`config.mk`:
```
export PLATFORM = sky130hd
export DESIGN_NAME = mips32
export DESIGN_NICKNAME = d
export VERILOG_FILES = /design/src/rtl/mips32.sv
export SDC_FILE = /design/constraint.sdc
export NUM_CORES = 2
export LEC_CHECK = 0
export ABC_AREA = 1
export CELL_PAD_IN_SITES_DETAIL_PLACEMENT = 0
export CELL_PAD_IN_SITES_GLOBAL_PLACEMENT = 1
export CORE_MARGIN = 10
export CORE_UTILIZATION = 35
export DETAILED_ROUTE_END_ITERATION = 16
export HOLD_SLACK_MARGIN = 0.03
export PLACE_DENSITY = 0.73
export SETUP_SLACK_MARGIN = 0.3
export SLEW_MARGIN = 5
export SYNTH_ARGS = -nofsm -noshare
export SYNTH_HDL_FRONTEND = slang
export SYNTH_SLANG_ARGS = --single-unit
```
`constraint.sdc`:
```
create_clock -name clk -period 40.1 [get_ports clk]
set_clock_uncertainty 0.1 [all_clocks]
set_input_delay 4.01 -clock clk [delete_from_list [all_inputs] [get_ports clk]]
set_output_delay 4.01 -clock clk [all_outputs]
set_load 0.02 [all_outputs]
```
`src/rtl/mips32.sv`:
```
// MIPS32 general-purpose register file: 2 combinational reads, 1 write.
// Register 0 reads as zero; optional same-cycle write-to-read bypass.
module mips32 #(
  parameter int DATA_W = 32,
  parameter int ADDR_W = 5,
  parameter int BYPASS = 1
) (
  output logic [DATA_W-1:0] rddata1,
  output logic [DATA_W-1:0] rddata2,
  input  logic [DATA_W-1:0] wrdata,
  input  logic [ADDR_W-1:0] sr1,
  input  logic [ADDR_W-1:0] sr2,
  input  logic [ADDR_W-1:0] dr,
  input  logic              write,
  input  logic              reset,
  input  logic              clk
);
  localparam int DEPTH = 2 ** ADDR_W;

  logic [DATA_W-1:0] regs_q [DEPTH];
  logic              wen;

  assign wen = write && !reset && (dr != '0);

  always_ff @(posedge clk or posedge reset) begin
    if (reset) begin
      for (int i = 0; i < DEPTH; i++) begin
        regs_q[i] <= '0;
      end
    end else if (wen) begin
      regs_q[dr] <= wrdata;
    end
  end

  // Zero forcing is applied last so it also overrides the bypass.
  always_comb begin
    rddata1 = regs_q[sr1];
    if ((BYPASS != 0) && wen && (dr == sr1)) begin
      rddata1 = wrdata;
    end
    if (reset || (sr1 == '0)) begin
      rddata1 = '0;
    end
  end

  always_comb begin
    rddata2 = regs_q[sr2];
    if ((BYPASS != 0) && wen && (dr == sr2)) begin
      rddata2 = wrdata;
    end
    if (reset || (sr2 == '0)) begin
      rddata2 = '0;
    end
  end
endmodule

```
==> summary.txt <==
Setup path
  – Critical Path Most Common Cell: nand2_1
  – Crit-path cells: buf_8, inv_8, buf_4, buf_4, nand2_1, nand3_1, nand2_1, nor2_1, nand2_1, nand3_1, nand2_1, a21oi_1, clkdlybuf4s50_1
  – Crit path largest cell delay: 0.87 ns
  – WP buf/inv: 5
  – Slowest-stage cell, CP: buf_4
  – Crit end category: primary output
  – Worst Path Class, Setup: in -> out
  – Critical Path AT: 8.91 ns
  – CP max FO: 95
  – CP top delay family: buffers and inverters
  – Crit path required time: 35.99 ns
  – Setup crit start kind: primary input

Clock network
  – Setup Fix Bufs, Post-CTS: 0
  – TritonCTS Sinks: 1024
  – Worst-Skew Late Latency: 0.76 ns
  – CTS buffer count: 119
  – Root Buffer: clkbuf_16
  – PostCTS Resize Cnt: 0
  – H-tree depth: 3
  – CTS tree: yes
  – Worst-path clk slew: 0.06 ns
  – Max Buffers Root-to-Sink: 3
  – CTS Hold Bufs: 0

Global routing
  – Antenna violations before repair: 25
  – Total gr overflow: 0
  – First-pass GRT wire length: 402000 um
  – Vias in the first global route: 56.7k
  – Total GRT Usage: 0.281
  – Largest net degree at the start of global routing: 179

Place
  – Place WS: 27.35 ns
  – Port bufs: 113
  – HPWL after DPL: 155000 um
  – Placed Area: 62300 um2
  – GP Congestion: 0.894

Route
  – Initial DRC count: 7703
  – Total wire length: 276000 um
  – Vias: 61.1k
  – Routed len/inst: 24.4 um
  – Vias per inst: 5.40
  – Antenna viol nets, final: 0
  – DRC Markers: 0
  – Drt first pass iters: 8

Synth
  – Yosys warns: 0
  – Syn_nets: 9328
  – Synth unique cells: 26
  – Synth Cell Area: 60300 um2
  – Avg Inst Size Synth: 6.50 um2
  – Synth Area in Compound Gates: 0.0878
  – Syn Inst Count: 9278
  – Cell taking the most area after synthesis: dfrtp_1
  – Dominant cells by area after synthesis: dfrtp_1, nand2_1, nand3_1
  – Synth Area in Adders: 0
  – Sequential share of the synthesized area: 0.425
  – Ys flop type: dfrtp_1
  – Top cells by count, synth: nand2_1, nand3_1, dfrtp_1
  – Combinational family with the most area after synthesis: simple AND/OR/NAND/NOR gates
  – Post-synthesis xor/xnor area fraction: 0.000872
  – Synth Register Bits: 1024
  – EDFF count, synth: 0
  – Post-synthesis mux area share: 0
  – Leading cell type by number of instances after synthesis: nand2_1
  – Synth Area in Simple Gates: 0.388
  – Async SR Flop Fraction: 1.00
  – Top-area cell type share of the netlist area: 0.425

STA
  – Worst slew pin tran: 1.24 ns
  – Fin crit share: 0.325
  – Setup_tns: 0 ns
  – Rel. slew slack: 0.172
  – Hold Slack: 0.303 ns
  – Max Slew Vio Count: 0
  – Tmin final: 13.02 ns
  – Hold Fails Final Rpt: 0
  – RSZ-0062 raised after global routing: false
  – FMAX: 0.0768 GHz
  – PnR worst setup slack: 27.08 ns
  – Setup violations, final: 0

Final layout
  – Fraction of layout cells with a size suffix above 1: 0.0436
  – Largest register by flop count: regs_q
  – Fin area: 66300 um2
  – Largest regs: regs_q (1024)
  – Final core occ: 0.386
  – Max reg flops: 1024
  – Area Growth Syn to Fin: 9.91%
  – Final nets: 8939

Die
  – Initial Util: 0.351
  – Io pins: 114
  – Die Area: 189000 um2
  – Width of the die: 435 um
  – Core area: 172000 um2
  – Rows: 152
  – Die span in y: 435 um

Min path
  – Worst hold path class: reg -> reg

Pwr
  – Sequential share of power: 0.421
  – P_leak: 31.6 nW
  – Internal power: 2.05 mW
  – Max VDD drop: 37.4 uV
  – Combinational share of power: 0.213
  – Clock group share of total power: 0.365
  – Net Switching: 1.01 mW
  – Sw Ratio: 0.331
  – Pwr/cell area: 46.2 nW/um2

Status
  – Outcome: completed

Job
  – Max cap viols: 0
placed cells by master (no fill, tap or decap), types with 27 or more instances in the layout:
cell             netlist  routed
a21oi_1              256     256
buf_4                 12     124
clkbuf_1             365      27
clkbuf_16              0     120
clkbuf_8               0      32
clkdlybuf4s50_1        0     103
dfrtp_1             1024    1024
inv_1                691     684
nand2_1             3510    3502
nand3_1             1218    1218
nor2_1               967     963
o21ai_0              740     740
o21ai_1               62      62
final timing paths:
| path | slack, ns | from | endpoint | cells after the start |
|---|---|---|---|---|
| worst max-delay path | 27.08 | sr1[0] | rddata1[23] | 13 |
| worst min-delay path | 0.30 | regs_q[1005]$_DFFE_PP0P_ | regs_q[1005]$_DFFE_PP0P_ | 0 |
| worst max register to register | 39.24 | regs_q[599]$_DFFE_PP0P_ | regs_q[599]$_DFFE_PP0P_ | 2 |
| worst min register to register | 0.30 | regs_q[1005]$_DFFE_PP0P_ | regs_q[1005]$_DFFE_PP0P_ | 0 |
| max in group asynchronous | 32.60 | reset | regs_q[964]$_DFFE_PP0P_ | 6 |
| min in group asynchronous | 3.55 | reset | regs_q[916]$_DFFE_PP0P_ | 2 |
metrics by stage:
stage | power (mW) | cells
CTS | 3.07 | 11300
finish | 3.06 | 11300
floorplan | 1.75 | 9278
global route | 3.22 | 11300
detailed placement | 1.95 | 11100
global placement | 1.93 | 11100
layout make-up:
cell class | instances | area (um2)
repair buffers | 244 | 2230
well taps | 2310 | 2890
multi-input cells | 6799 | 28900
diodes | 15 | 37.5
fillers | 18400 | 105000
clock buffers | 179 | 3540
flip-flops and latches | 1024 | 25600
clock inverters | 37 | 373
inverters | 701 | 2670
kinds of logic after synthesis:
kind of cell / Yosys count
simple gates: 5735
xor+xnor: 6
compound gates: 1058
flops: 1024
buf+inv: 1455
power groups by stage:
stage,logic (mW),clock network (mW),registers [mW]
after floorplan,0.455,0,1.29
after global placement,0.633,0,1.30
after detailed placement,0.642,0,1.30
after CTS,0.645,1.13,1.29
after global routing,0.736,1.17,1.31
final,0.654,1.12,1.29
metal layers:
| metal | share of wire | up-vias | track usage |
|---|---|---|---|
| met1 | 0.39 | 29000 | 0.355 |
| li1 | - | 28100 | - |
| met4 | 0.079 | 12 | 0.195 |
| met2 | 0.44 | 3216 | 0.439 |
| met5 | 0.00027 | - | 0 |
| met3 | 0.085 | 798 | 0.0459 |
worst register-to-register path, delay by kind of cell (launching register included):
| family | cells | cell delay, ns |
|---|---|---|
| DFF | 1 | 0.37 |
| buffers and inverters | 1 | 0.11 |
| AOI/OAI and AO/OA | 1 | 0.11 |
No activity file was read; power rests on OpenSTA's default activity.
